==> src/rtl/group_n_mac_ec_if.sv <==
// Bundle of the MAC group's data-path signals: operands, upstream partial sum and
// deferred error product going in, accumulated results and error flag coming out.
// master drives the operands (upstream stage / bench); slave is the MAC group.
interface group_n_mac_ec_if #(
    parameter int LANES = 4,
    parameter int DW    = 8,
    parameter int PSW   = 24,
    parameter int EPW   = 2*DW + $clog2(LANES)
) ();
    logic                  valid_in;
    logic [LANES*DW-1:0]   weight_in;
    logic [LANES*DW-1:0]   activation_in;
    logic [PSW-1:0]        partial_sum_in;
    logic [EPW-1:0]        error_product_in;
    logic                  error_in;
    logic [LANES-1:0]      lane_err;

    logic                  valid_out;
    logic [LANES*DW-1:0]   next_activation;
    logic [PSW-1:0]        partial_sum_out;
    logic [EPW-1:0]        error_product_out;
    logic                  error_out;
    logic [15:0]           err_count;

    modport master (
        output valid_in, weight_in, activation_in, partial_sum_in,
               error_product_in, error_in, lane_err,
        input  valid_out, next_activation, partial_sum_out,
               error_product_out, error_out, err_count
    );

    modport slave (
        input  valid_in, weight_in, activation_in, partial_sum_in,
               error_product_in, error_in, lane_err,
        output valid_out, next_activation, partial_sum_out,
               error_product_out, error_out, err_count
    );
endinterface

==> src/rtl/group_n_mac_ec.sv <==
// Purpose: LANES-wide multiply-accumulate group with timing-error compensation.
//          Products from lanes flagged by lane_err are deferred downstream instead of
//          being summed here; an upstream deferred product is absorbed when error_in=1.
// Latency: 2 cycles valid_in -> valid_out (next_activation: 1 cycle); one result per cycle.
// Backpressure: none; the group always accepts valid_in.
// Ports: clk, rst (sync, active-high); bus (slave modport of group_n_mac_ec_if).
module group_n_mac_ec #(
    parameter int LANES = 4,
    parameter int DW    = 8,
    parameter int PSW   = 24,
    parameter int EPW   = 2*DW + $clog2(LANES),
    parameter int SAT   = 0
) (
    input  logic            clk,
    input  logic            rst,
    group_n_mac_ec_if.slave bus
);
    localparam int PW = 2*DW;   // per-lane product width
    localparam int SW = PSW+1;  // one carry bit above PSW suffices for legal PSW

    // Stage 1 registers
    logic                  r_s1_vld;
    logic [PW-1:0]         r_s1_prod [LANES];
    logic [LANES-1:0]      r_s1_lane_err;
    logic [PSW-1:0]        r_s1_ps;
    logic [EPW-1:0]        r_s1_ep;
    logic                  r_s1_err_in;
    logic [LANES*DW-1:0]   r_next_act;

    // Stage 2 / output registers
    logic                  r_valid_out;
    logic [PSW-1:0]        r_ps_out;
    logic [EPW-1:0]        r_ep_out;
    logic                  r_error_out;
    logic [15:0]           r_err_count;

    // Stage 2 combinational sums
    logic [SW-1:0]         w_sum;
    logic [EPW-1:0]        w_ep_sum;
    logic [PSW-1:0]        w_ps_final;

    always_ff @(posedge clk) begin
        if (rst) begin
            r_s1_vld      <= 1'b0;
            r_s1_lane_err <= '0;
            r_s1_ps       <= '0;
            r_s1_ep       <= '0;
            r_s1_err_in   <= 1'b0;
            r_next_act    <= '0;
            for (int i = 0; i < LANES; i++) begin
                r_s1_prod[i] <= '0;
            end
        end else begin
            r_s1_vld <= bus.valid_in;
            // Operands and error flags are only captured with valid_in, so stray
            // lane_err/error_in on idle cycles never reach stage 2.
            if (bus.valid_in) begin
                r_next_act    <= bus.activation_in;
                r_s1_lane_err <= bus.lane_err;
                r_s1_ps       <= bus.partial_sum_in;
                r_s1_ep       <= bus.error_product_in;
                r_s1_err_in   <= bus.error_in;
                for (int i = 0; i < LANES; i++) begin
                    r_s1_prod[i] <= PW'(bus.weight_in[i*DW +: DW]) *
                                    PW'(bus.activation_in[i*DW +: DW]);
                end
            end
        end
    end

    // Clean lanes accumulate locally; flagged lanes form the deferred product.
    always_comb begin
        w_sum    = SW'(r_s1_ps);
        w_ep_sum = '0;
        for (int i = 0; i < LANES; i++) begin
            if (r_s1_lane_err[i]) begin
                w_ep_sum = w_ep_sum + EPW'(r_s1_prod[i]);
            end else begin
                w_sum = w_sum + SW'(r_s1_prod[i]);
            end
        end
        if (r_s1_err_in) begin
            w_sum = w_sum + SW'(r_s1_ep);
        end
        w_ps_final = w_sum[PSW-1:0];
        if (SAT != 0 && w_sum[PSW]) begin
            w_ps_final = '1;
        end
    end

    always_ff @(posedge clk) begin
        if (rst) begin
            r_valid_out <= 1'b0;
            r_ps_out    <= '0;
            r_ep_out    <= '0;
            r_error_out <= 1'b0;
            r_err_count <= '0;
        end else begin
            r_valid_out <= r_s1_vld;
            if (r_s1_vld) begin
                r_ps_out    <= w_ps_final;
                r_ep_out    <= w_ep_sum;
                r_error_out <= |r_s1_lane_err;
                // Counted on the edge that presents the result, so err_count
                // already includes the output currently on the bus.
                if ((|r_s1_lane_err) && (r_err_count != 16'hFFFF)) begin
                    r_err_count <= r_err_count + 16'd1;
                end
            end else begin
                r_error_out <= 1'b0;
            end
        end
    end

    assign bus.valid_out         = r_valid_out;
    assign bus.next_activation   = r_next_act;
    assign bus.partial_sum_out   = r_ps_out;
    assign bus.error_product_out = r_ep_out;
    assign bus.error_out         = r_error_out;
    assign bus.err_count         = r_err_count;
endmodule

==> src/flat_wrapper.sv <==
// flat-port wrapper written by rule: the top's interface ports become plain ports
module group_n_mac_ec_flat 
#(
    parameter int LANES = 4,
    parameter int DW    = 8,
    parameter int PSW   = 24,
    parameter int EPW   = 2*DW + $clog2(LANES),
    parameter int SAT   = 0
)
  (clk, rst, bus_valid_in, bus_weight_in, bus_activation_in, bus_partial_sum_in, bus_error_product_in, bus_error_in, bus_lane_err, bus_valid_out, bus_next_activation, bus_partial_sum_out, bus_error_product_out, bus_error_out, bus_err_count);
  group_n_mac_ec_if #(.LANES(LANES), .DW(DW), .PSW(PSW), .EPW(EPW)) bus_i ();
  input  logic clk;
  input  logic rst;
  input wire logic [$bits(bus_i.valid_in)-1:0] bus_valid_in;
  input wire logic [$bits(bus_i.weight_in)-1:0] bus_weight_in;
  input wire logic [$bits(bus_i.activation_in)-1:0] bus_activation_in;
  input wire logic [$bits(bus_i.partial_sum_in)-1:0] bus_partial_sum_in;
  input wire logic [$bits(bus_i.error_product_in)-1:0] bus_error_product_in;
  input wire logic [$bits(bus_i.error_in)-1:0] bus_error_in;
  input wire logic [$bits(bus_i.lane_err)-1:0] bus_lane_err;
  output wire logic [$bits(bus_i.valid_out)-1:0] bus_valid_out;
  output wire logic [$bits(bus_i.next_activation)-1:0] bus_next_activation;
  output wire logic [$bits(bus_i.partial_sum_out)-1:0] bus_partial_sum_out;
  output wire logic [$bits(bus_i.error_product_out)-1:0] bus_error_product_out;
  output wire logic [$bits(bus_i.error_out)-1:0] bus_error_out;
  output wire logic [$bits(bus_i.err_count)-1:0] bus_err_count;
  assign bus_i.valid_in = bus_valid_in;
  assign bus_i.weight_in = bus_weight_in;
  assign bus_i.activation_in = bus_activation_in;
  assign bus_i.partial_sum_in = bus_partial_sum_in;
  assign bus_i.error_product_in = bus_error_product_in;
  assign bus_i.error_in = bus_error_in;
  assign bus_i.lane_err = bus_lane_err;
  assign bus_valid_out = bus_i.valid_out;
  assign bus_next_activation = bus_i.next_activation;
  assign bus_partial_sum_out = bus_i.partial_sum_out;
  assign bus_error_product_out = bus_i.error_product_out;
  assign bus_error_out = bus_i.error_out;
  assign bus_err_count = bus_i.err_count;
  group_n_mac_ec #(.LANES(LANES), .DW(DW), .PSW(PSW), .EPW(EPW), .SAT(SAT)) u_core (.clk(clk), .rst(rst), .bus(bus_i));
endmodule
==> config.mk <==
export PLATFORM = sky130hd
export DESIGN_NAME = group_n_mac_ec_flat
export DESIGN_NICKNAME = d
export VERILOG_FILES = /design/src/rtl/group_n_mac_ec_if.sv /design/src/rtl/group_n_mac_ec.sv /design/src/flat_wrapper.sv
export SDC_FILE = /design/constraint.sdc
export NUM_CORES = 1
export LEC_CHECK = 0
export CAP_MARGIN = 0
export CORE_MARGIN = 3
export CORE_UTILIZATION = 49
export CTS_CLUSTER_SIZE = 24
export DETAILED_ROUTE_END_ITERATION = 7
export HOLD_SLACK_MARGIN = 0.05
export MAX_ROUTING_LAYER = met4
export PLACE_DENSITY_LB_ADDON = 0.25
export SLEW_MARGIN = 20
export SYNTH_ARGS = -nofsm -noshare
export SYNTH_HDL_FRONTEND = slang
export SYNTH_SLANG_ARGS = --single-unit
export TNS_END_PERCENT = 100
==> constraint.sdc <==
create_clock -name clk -period 13.22 [get_ports clk]
set_input_delay 1.983 -clock clk [delete_from_list [all_inputs] [get_ports clk]]
set_output_delay 1.983 -clock clk [all_outputs]
set_load 0.005 [all_outputs]
==> summary.md, run 1 <==
| Metric | Value |
|---|---|
| Status | finished, final reports clean |
| Critical path data required time | 13,650 ps |
| Num rows | 79 |
| Prevailing post-synth register cell | dfxtp_1 |
| Internal | ~2.7 mW |
| Total gr overflow | 0 |
| Post-synth top area cell | ha_1 |
| Sequential cell area | 4730 um^2 |
| Slew @ Worst Pin | between 1000 and 1500 ps |
| Post-CTS resize count | 0 |
| Combinational share of power | a little over two thirds |
| Met1 GRT Util | 32.2% |
| GR peak layer | met2 |
| Peak VDD IR | between 150 and 200 uV |
| Drt first pass iters | 7 |
| Max stage delay on crit path | around 570 ps |
| Worst-Skew Late Latency | 570 ps |
| Avg Inst Size Synth | 8.60 um^2 |
| Clock Skew | around 18 ps |
| Drc violations | 0 |
| Sequential share of power | ~16% |
| IO Count | ~200 |
| Post-CTS setup buffer count | 0 |
| Gate Count Post-Synth | 2,702 |
| GR Util met3 | around 2.4% |
| # Max-Cap Violations | 0 |
| Crit Path Max Fanout | 6 |
| Yosys top cell area share | between 15 and 20% |
| CTS tree | built |
| Final setup violation count | 0 |
| Die W | about 220 um |
| Drt initial violations | roughly 1,200 |
| Fin Setup TNS | 0 ps |
| Crit path top cell by count | ha_1 |
| Final hold violations | 0 |
| Tcrit/Tclk final | ~69% |
| Post-synth EDFFs | 64 |
| Post-route ant nets | 0 |
| Asr flop ratio synth | 0% |
| Worst setup EP type | register |
| Routability congestion estimate | 0.981 |
| Clock transition at path regs | 60 ps |
| Die area | approximately 50,000 um^2 |
| CTS Hold Bufs | 0 |
| Pwr dens | 192 nW/um^2 |
| Drt wl/cell | between 15 and 20 um |
| Most common cell after layout, fill and taps aside | inv_1 |
| # clock sinks | 204 |
| Synthesized net count | approximately 3,200 |
| Vias in the first global route | 19,542 |
| Psw | around 2.4 mW |
| DP Wirelength | roughly 49 mm |
| Max Clk Rate | 109 MHz |
| Routing usage on met2 | 41.9% |
| Total GRT Usage | between 20% and 30% |
| Worst Hold Class | register to register |
| Slowest cell on crit path | or4_4 |
| Largest net degree at the start of global routing | 83 |
| Mapped cell area | around 23,000 um^2 |
| Area Growth Syn to Fin | 15.0% |
| Relative slew slack | a little under a third |
| Post-synthesis register bit count | approximately 200 |
| WL final | a little over 60 mm |
| Initial antenna violation count | 2 |
| Core area | roughly 47,000 um^2 |
| Syn. warnings | 0 |
| Die height | 224 um |
| Area of the multi-input gates | 17,100 um^2 |
| Layout cells sized above 1 | under 10% |
| CP arrival | 9570 ps |
| Sw Share | a little under half |
| Power share of the clock group | around 14% |
| NumNets Final | 3,413 |
| Max clock buf depth | 3 |
| Vias per cell | ~5.5 |
| Crit path launch type | register |
| IO Port Bufs | 205 |
| Cell variety after synth | 90 |
| First-pass GRT wire length | approximately 100 mm |
| Slew Viols, Final | 0 |
| Total number of vias | between 15,000 and 20,000 |
| Htree depth | 1 |
| CTS buffer count | 26 |
| Tot Pwr | between 5 and 6 mW |
| Tmin final | 9140 ps |
| Critical path class | register to register |
| Top cells by area, synth | ha_1, fa_1, dfxtp_1 |
| Lkg Pwr | between 10 and 15 nW |
| Register area share after synthesis | roughly a fifth |
| Starting Density | about half |
| Root cell of the clock tree | clkbuf_16 |
| Unrepaired setup endpoints after global routing | false |
| Fillcell total | between 4,000 and 5,000 |
| Most frequent cells in the layout | inv_1, ha_1, nor2_1, nand2_1, clkdlybuf4s50_1 |
[state kept, by name (all words and copies together) (netlist names)]
name,count
u_core.r_s1_prod,64
u_core.bus.next_activation,32
u_core.bus.partial_sum_out,24
u_core.r_s1_ps,24
u_core.bus.error_product_out,18
u_core.r_s1_ep,18
u_core.bus.err_count,16
u_core.r_s1_lane_err,4
u_core.bus.error_out,1
u_core.bus.valid_out,1
u_core.r_s1_err_in,1
u_core.r_s1_vld,1
[per-stage QoR]
| stage | area [um^2] | std cells | hold WS (ps) | setup WS (ps) | utilization, % |
|---|---|---|---|---|---|
| after detailed placement | 25800 | 3446 | 483 | 4250 | 55.3 |
| after global routing | 26700 | 3496 | 507 | 3420 | 57.2 |
| final | 26700 | 3496 | 486 | 4080 | 57.2 |
| after global placement | 25800 | 3446 | 469 | 4460 | 55.3 |
| after CTS | 26700 | 3494 | 491 | 4200 | 57.2 |
| after floorplan | 23200 | 2702 | 463 | 5160 | - |
[Yosys cell counts (all sizes together), types with 15 or more instances]
cell	count
mux2i	101
fa	152
o21bai	19
clkbuf	59
buf	21
edfxtp	64
o21a	19
mux2	31
a211oi	52
nand2b	21
a21o	42
ha	280
nor2b	23
nand3	35
xor2	56
o21ai	143
and2	191
dfxtp	140
nor3	43
nand2	218
nor2	269
inv	291
xnor2	118
a21oi	134
a21boi	15
[power by group through the flow]
stage / Sequential (mW) / Clock (mW) / Combinational, mW
after floorplan: 0.796 / 0 / 2.73
after global placement: 0.850 / 0 / 3.41
after detailed placement: 0.850 / 0 / 3.51
after CTS: 0.837 / 0.753 / 3.54
after global routing: 0.844 / 0.770 / 4.02
final: 0.838 / 0.734 / 3.56
[worst max-delay path, delay by kind of cell, from the launching register on]
family | cells | cell delay [ps]
adders and majority gates | 6 | 1980
xor gates and xnor gates | 5 | 620
AOI/OAI and AO/OA | 17 | 3470
DFF | 1 | 390
and+or+nand+nor | 7 | 1520
muxes | 4 | 1030
[routing by layer]
metal	vias to the layer above	share of wire (%)
li1	9530	-
met1	9272	46
met2	378	48
met3	88	3.3
met4	0	2.8
met5	-	0
[worst paths after layout]
| check | to | depth (start not counted) | startpoint | slack (ps) |
|---|---|---|---|---|
| worst min-delay path | u_core.bus.partial_sum_out[20] | 2 | u_core.bus.partial_sum_out[20] | 490 |
| worst max register to register | u_core.bus.partial_sum_out[19] | 39 | u_core.r_s1_prod[0][0] | 4080 |
| worst max-delay path | u_core.bus.partial_sum_out[19] | 39 | u_core.r_s1_prod[0][0] | 4080 |
| worst min register to register | u_core.bus.partial_sum_out[20] | 2 | u_core.bus.partial_sum_out[20] | 490 |
[final cells by class]
class | instances | share of cell area, %
repair buffers | 217 | 8.00
diodes | 2 | 0.0187
inverters | 293 | 4.12
clock buffers | 31 | 2.62
multi-input cells | 2125 | 64.0
clock inverters | 17 | 0.689
flip-flops and latches | 204 | 17.7
well taps | 607 | 2.84
[cells by family (layout without fill, tap and decap cells)]
kind of cell / Yosys count / count (layout) / share of synthesized area [%]
AO/OA/AOI/OAI: 513 / 513 / 14.4
buffers and inverters: 373 / 558 / 6.09
adder cells (fa/ha/maj): 433 / 433 / 28.2
flip-flops: 204 / 204 / 20.3
multiplexers: 132 / 132 / 5.86
other: 0 / 2 / 0
AND/OR/NAND/NOR: 872 / 872 / 18.1
XOR/XNOR: 175 / 175 / 6.95
Power figures use the tool's default switching activity.
==> run 2: changes to the inputs <==
Clock period 13.22 ns to 7.7 ns, I/O delays scaled along.
==> summary.md, run 2 (same netlist as run 1, synthesis figures left out) <==
| Metric | Value |
|---|---|
| Die height | 224 um (unchanged) |
| Post-layout util | 62.4% (was 57.2%) |
| Post-route ant nets | 0 (unchanged) |
| Core area | 46,700 um^2 (unchanged) |
| Max stage delay on crit path | 510 ps (was 570 ps) |
| Fillcell total | 4,046 (was 4,188) |
| Num rows | 79 (unchanged) |
| Worst-Skew Late Latency | 580 ps (was 570 ps) |
| Final setup violation count | 3 (was 0) |
| Layout Cells excl Fill | 3,709 (was 3,496) |
| Dpl cells | 3,620 (was 3,446) |
| DP Wirelength | 50.3 mm (was 48.8 mm) |
| Combinational share of power | 76.0% (was 69.4%) |
| CTS tree | built (unchanged) |
| Max Clk Rate | 129 MHz (was 109 MHz) |
| Failing checks | negative setup slack |
| Crit path launch type | register (unchanged) |
| Psw | 4.97 mW (was 2.41 mW) |
| Drt initial violations | 1,007 (was 1,213) |
| Sequential share of power | 12.6% (was 16.3%) |
| Drc violations | 0 (unchanged) |
| Sequential cell area | 4730 um^2 (about the same) |
| NumNets Final | 3,625 (was 3,413) |
| Internal | 6.61 mW (was 2.73 mW) |
| CP arrival | 8300 ps (was 9570 ps) |
| Most common cell after layout, fill and taps aside | inv_1 (unchanged) |
| Lkg Pwr | 13.5 nW (was 12.3 nW) |
| First-pass GRT wire length | 104 mm (was 99.7 mm) |
| Sw Share | 42.9% (was 46.9%) |
| Tot Pwr | 11.6 mW (was 5.14 mW) |
| Slew @ Worst Pin | 922 ps (was 1010 ps) |
| Starting Density | 49.8% (unchanged) |
| Pwr dens | 398 nW/um^2 (was 192 nW/um^2) |
| # Max-Cap Violations | 0 (unchanged) |
| Max clock buf depth | 3 (unchanged) |
| IO Port Bufs | 205 (unchanged) |
| Vias in the first global route | 20,422 (was 19,542) |
| Routability congestion estimate | 0.926 (was 0.981) |
| Tmin final | 7780 ps (was 9140 ps) |
| Clock Skew | 30.0 ps (was 18.3 ps) |
| Critical path data required time | 8220 ps (was 13,650 ps) |
| Htree depth | 1 (unchanged) |
| Initial antenna violation count | 1 (was 2) |
| Fin Setup TNS | -118 ps (was 0 ps) |
| CTS buffer count | 28 (was 26) |
| Unrepaired setup endpoints after global routing | true (was false) |
| Worst Hold Class | register to register (unchanged) |
| Vias per cell | 5.43 (was 5.51) |
| Relative slew slack | 37.7% (was 31.6%) |
| Reg-to-Reg Start | u_core.r_s1_prod[0][0] (unchanged) |
| Slew Viols, Final | 0 (unchanged) |
| # clock sinks | 204 (unchanged) |
| Area of the multi-input gates | 17,900 um^2 (was 17,100 um^2) |
| Critical path class | register to register (unchanged) |
| Drt first pass iters | 5 (was 7) |
| Crit path from | u_core.r_s1_prod[0][0] (unchanged) |
| Status | finished with violations (was finished, final reports clean) |
| Total number of vias | 20,135 (was 19,268) |
| Critical path destination | u_core.bus.partial_sum_out[23] (was u_core.bus.partial_sum_out[19]) |
| Most frequent cells in the layout | inv_1, nor2_1, ha_1, buf_4, nand2_1 (was inv_1, ha_1, nor2_1, nand2_1, clkdlybuf4s50_1) |
| Slowest cell on crit path | or4_1 (was or4_4) |
| Crit Path Max Fanout | 4 (was 6) |
| Worst setup EP type | register (unchanged) |
| IO Count | 206 (unchanged) |
| Peak VDD IR | 420 uV (was 174 uV) |
| Reg2reg path depth | 40 (was 39) |
| Setup WS post-layout | -80.2 ps (was 4080 ps) |
| Flip-flop count of the largest register after layout | 64 (unchanged) |
| Largest net degree at the start of global routing | 73 (was 83) |
| Reg-to-reg endpoint | u_core.bus.partial_sum_out[23] (was u_core.bus.partial_sum_out[19]) |
| Power share of the clock group | 11.4% (was 14.3%) |
| Clock transition at path regs | 60 ps (about the same) |
| Biggest register | u_core.r_s1_prod (unchanged) |
| WL final | 63.7 mm (was 60.8 mm) |
| Layout cells sized above 1 | 14.8% (was 4.61%) |
| Reg2Reg Setup Slack | -80 ps (was 4080 ps) |
| Die area | 50,100 um^2 (unchanged) |
| CTS Hold Bufs | 0 (unchanged) |
| Final hold violations | 0 (unchanged) |
| Tcrit/Tclk final | 101% (was 69.1%) |
| Root cell of the clock tree | clkbuf_16 (unchanged) |
| Total gr overflow | 0 (unchanged) |
| Drt wl/cell | 17.2 um (was 17.4 um) |
| Die W | 224 um (unchanged) |
| Total GRT Usage | 25.9% (was 24.9%) |
| Area Growth Syn to Fin | 25.4% (was 15.0%) |
run 2: changes by cell type in the layout (fill, tap and decap cells not counted), moves of 6 or more:
cell	before	now
a21oi_1	132	105
o21ai_2	1	19
mux2_2	30	21
ha_1	280	254
a211oi_1	52	44
a21oi_2	1	26
ha_4	0	21
o21ai_1	5	19
mux2_4	0	9
a211oi_2	0	6
o21ai_0	137	104
buf_4	14	222
run 2: cell type report:
type / count / area share, %
clock inverter: 16 / 0.537
multi-input combinational: 2125 / 61.4
sequential: 204 / 16.2
timing repair buffer: 427 / 12.8
inverter: 293 / 3.78
antenna: 1 / 0.00859
clock buffer: 36 / 2.65
tap: 607 / 2.61
run 2: worst min path at each step:
stage,from,to,slack [ps],cells past startpoint
finish,u_core.bus.partial_sum_out[21],u_core.bus.partial_sum_out[21],490,2
floorplan,u_core.bus.partial_sum_out[23],u_core.bus.partial_sum_out[23],460,2
global route,u_core.bus.error_product_out[4],u_core.bus.error_product_out[4],510,2
detailed placement,u_core.bus.error_product_out[7],u_core.bus.error_product_out[7],480,2
global placement,u_core.bus.partial_sum_out[23],u_core.bus.partial_sum_out[23],460,2
CTS,u_core.bus.error_product_out[7],u_core.bus.error_product_out[7],490,2
run 2: worst max-delay path: cells and delay by family, from the launching register on:
family | cells | cell delay (ps)
XOR/XNOR | 4 | 470
buffers and inverters | 1 | 170
flip-flops | 1 | 430
adder cells (fa/ha/maj) | 6 | 1800
multiplexers | 2 | 590
AND/OR/NAND/NOR | 9 | 1460
AO/OA/AOI/OAI | 18 | 2780
run 2: timing repair:
action | in CTS | in global routing
endpoints found under the hold margin | 0 | 0
setup buffers | 17 | 20
resized for setup | 72 | 104
pin swaps | 56 | 80
endpoints found under the setup margin | 8 | 10
run 2: stage by stage:
stage	cell area [um^2]	worst slack, ps	hold slack (ps)
floorplan	23300	11.6	463
global placement	27200	-334	464
detailed placement	27200	-706	478
CTS	28500	-37.5	488
global route	29100	-481	512
finish	29100	-80.2	486
run 2: per-layer routing:
| layer | vias up | wire [um] | part of all wire [%] | GRT usage [%] |
|---|---|---|---|---|
| met4 | 0 | 1690 | 2.6 | 6.31 |
| met1 | 9662 | 28500 | 45 | 32.8 |
| li1 | 9940 | - | - | - |
| met2 | 433 | 31000 | 49 | 44.5 |
| met3 | 100 | 2510 | 3.9 | 2.82 |
| met5 | - | 0 | 0 | - |
run 2: power by group through the flow:
stage / registers, mW / logic (mW) / clock network, mW
after floorplan: 1.37 / 4.74 / 0
after global placement: 1.46 / 7.23 / 0
after detailed placement: 1.46 / 7.46 / 0
after CTS: 1.45 / 7.99 / 1.35
after global routing: 1.46 / 9.70 / 1.39
final: 1.46 / 8.81 / 1.32
==> run 3: changes to the inputs <==
Settings changed: CORE_ASPECT_RATIO set to 0.75.
==> summary.md, run 3 (same netlist as run 1, synthesis figures left out) <==
| Metric | Value |
|---|---|
| Slowest cell on crit path | or4_4 (was or4_1) |
| Slew @ Worst Pin | 1150 ps (was 922 ps) |
| Failing checks | negative setup slack (unchanged) |
| Vias in the first global route | 20,643 (was 20,422) |
| Die area | 50,100 um^2 (about the same) |
| CP arrival | 8350 ps (was 8300 ps) |
| Most frequent cells in the layout | inv_1, nor2_1, ha_1, buf_4, nand2_1 (unchanged) |
| Tmin final | 7870 ps (was 7780 ps) |
| Final hold violations | 0 (unchanged) |
| Core area | 46,500 um^2 (was 46,700 um^2) |
| Vias per cell | 5.48 (was 5.43) |
| NumNets Final | 3,631 (was 3,625) |
| Starting Density | 50.0% (was 49.8%) |
| Drt first pass iters | 5 (unchanged) |
| Worst-Skew Late Latency | 560 ps (was 580 ps) |
| Drc violations | 0 (unchanged) |
| Drt initial violations | 1,346 (was 1,007) |
| # clock sinks | 204 (unchanged) |
| Crit path launch type | register (unchanged) |
| Area Growth Syn to Fin | 25.0% (was 25.4%) |
| Worst setup EP type | register (unchanged) |
| Num rows | 68 (was 79) |
| Critical path data required time | 8180 ps (was 8220 ps) |
| Tcrit/Tclk final | 102% (was 101%) |
| Setup WS pre-CTS | -762 ps (was -706 ps) |
| CTS buffer count | 24 (was 28) |
| Total number of vias | 20,443 (was 20,135) |
| Post-route ant nets | 0 (unchanged) |
| Unrepaired setup endpoints after global routing | true (unchanged) |
| Total GRT Usage | 27.3% (was 25.9%) |
| Reg2reg path depth | 39 (was 40) |
| Lkg Pwr | 13.4 nW (was 13.5 nW) |
| Critical path class | register to register (unchanged) |
| IO Count | 206 (unchanged) |
| Fillcell total | 3,995 (was 4,046) |
| Layout Cells excl Fill | 3,732 (was 3,709) |
| Layout cells sized above 1 | 14.6% (was 14.8%) |
| Slew Viols, Final | 0 (unchanged) |
| Fin Setup TNS | -436 ps (was -118 ps) |
| Status | finished with violations (unchanged) |
| Flip-flop count of the largest register after layout | 64 (unchanged) |
| Htree depth | 1 (unchanged) |
| Die height | 195 um (was 224 um) |
| Total gr overflow | 0 (unchanged) |
| Routability congestion estimate | 1.02 (was 0.926) |
| CTS tree | built (unchanged) |
| Most common cell after layout, fill and taps aside | inv_1 (unchanged) |
| Peak VDD IR | 353 uV (was 420 uV) |
| Clock transition at path regs | 70 ps (was 60 ps) |
| Setup WS post-layout | -168 ps (was -80.2 ps) |
| CTS Hold Bufs | 0 (unchanged) |
| First-pass GRT wire length | 109 mm (was 104 mm) |
| Max stage delay on crit path | 540 ps (was 510 ps) |
| IO Port Bufs | 205 (unchanged) |
| Relative slew slack | 23.2% (was 37.7%) |
| Fin Hold WS | 480 ps (was 486 ps) |
| Pwr dens | 387 nW/um^2 (was 398 nW/um^2) |
| Biggest register | u_core.r_s1_prod (unchanged) |
| # Max-Cap Violations | 0 (unchanged) |
| Crit Path Max Fanout | 4 (unchanged) |
| Die W | 257 um (was 224 um) |
| Largest net degree at the start of global routing | 65 (was 73) |
| Drt wl/cell | 17.9 um (was 17.2 um) |
| Dpl cells | 3,658 (was 3,620) |
| Root cell of the clock tree | clkbuf_16 (unchanged) |
| Crit path top cell by count | a21o_1 |
| Max clock buf depth | 3 (unchanged) |
| Initial antenna violation count | 0 (was 1) |
| Diode count | 0 (was 1) |
| Clock Skew | 15.5 ps (was 30.0 ps) |
| Final setup violation count | 3 (unchanged) |
| WL final | 67.0 mm (was 63.7 mm) |
| Max Clk Rate | 127 MHz (was 129 MHz) |
| Worst Hold Class | register to register (unchanged) |
| Hold depth | 2 (unchanged) |
| DP Wirelength | 53.1 mm (was 50.3 mm) |
run 3: cell count changes in the layout (fill, tap and decap cells not counted), sizes merged:
cell / previous run / this run
buf: 224 / 234
diode: 1 / 0
clkbuf: 36 / 28
clkinvlp: 4 / 2
clkinv: 9 / 10
run 3: area by class of cell:
cell class | instances | area (um^2) | area share, %
Clock buffer | 28 | 636 | 2.19
Clock inverter | 15 | 159 | 0.547
Sequential cell | 204 | 4730 | 16.3
Multi-Input combinational cell | 2125 | 17800 | 61.4
Timing Repair Buffer | 437 | 3790 | 13.1
Tap cell | 630 | 788 | 2.72
Inverter | 293 | 1100 | 3.79
run 3: path summary, 6_finish.rpt:
check | start | endpoint | slack, ps
worst max-delay path | u_core.r_s1_prod[0][1] | u_core.bus.partial_sum_out[23] | -170
worst min-delay path | u_core.bus.partial_sum_out[23] | u_core.bus.partial_sum_out[23] | 480
worst max register to register | u_core.r_s1_prod[0][1] | u_core.bus.partial_sum_out[23] | -170
worst min register to register | u_core.bus.partial_sum_out[23] | u_core.bus.partial_sum_out[23] | 480
run 3: layer usage:
| layer | vias to the layer above | wire length, um | part of all wire [%] | global-route usage, % |
|---|---|---|---|---|
| met4 | 0 | 1230 | 1.8 | 4.92 |
| met2 | 523 | 30100 | 45 | 43.1 |
| met3 | 70 | 3590 | 5.4 | 3.00 |
| met5 | - | 0 | 0 | - |
| met1 | 9891 | 32000 | 48 | 38.5 |
| li1 | 9959 | - | - | - |
run 3: power by group:
part | switching, mW | total [mW] | internal, mW
Clock | 0.498 | 1.16 | 0.665
Combinational | 4.25 | 8.63 | 4.38
Sequential | 0.169 | 1.45 | 1.28
run 3: through the flow:
| step | cell area (um^2) | utilization [%] | total power, mW |
|---|---|---|---|
| after floorplan | 23300 | - | 6.11 |
| after global placement | 27300 | 58.8 | 8.62 |
| after detailed placement | 27300 | 58.8 | 8.84 |
| after CTS | 28600 | 61.6 | 10.6 |
| after global routing | 29000 | 62.5 | 12.2 |
| final | 29000 | 62.5 | 11.2 |
run 3: critical path: cells and delay by family, from the launching register on:
family / cells / cell delay [ps]
AO/OA/AOI/OAI: 16 / 2570
XOR/XNOR: 4 / 420
adder cells (fa/ha/maj): 5 / 1320
buffers and inverters: 2 / 330
flip-flops: 1 / 410
multiplexers: 2 / 580
AND/OR/NAND/NOR: 10 / 2180
run 3: timing repair:
item / in CTS / in global routing
resized for setup: 86 / 67
setup buffers: 20 / 11
endpoints found under the setup margin: 10 / 11
pin swaps: 61 / 78
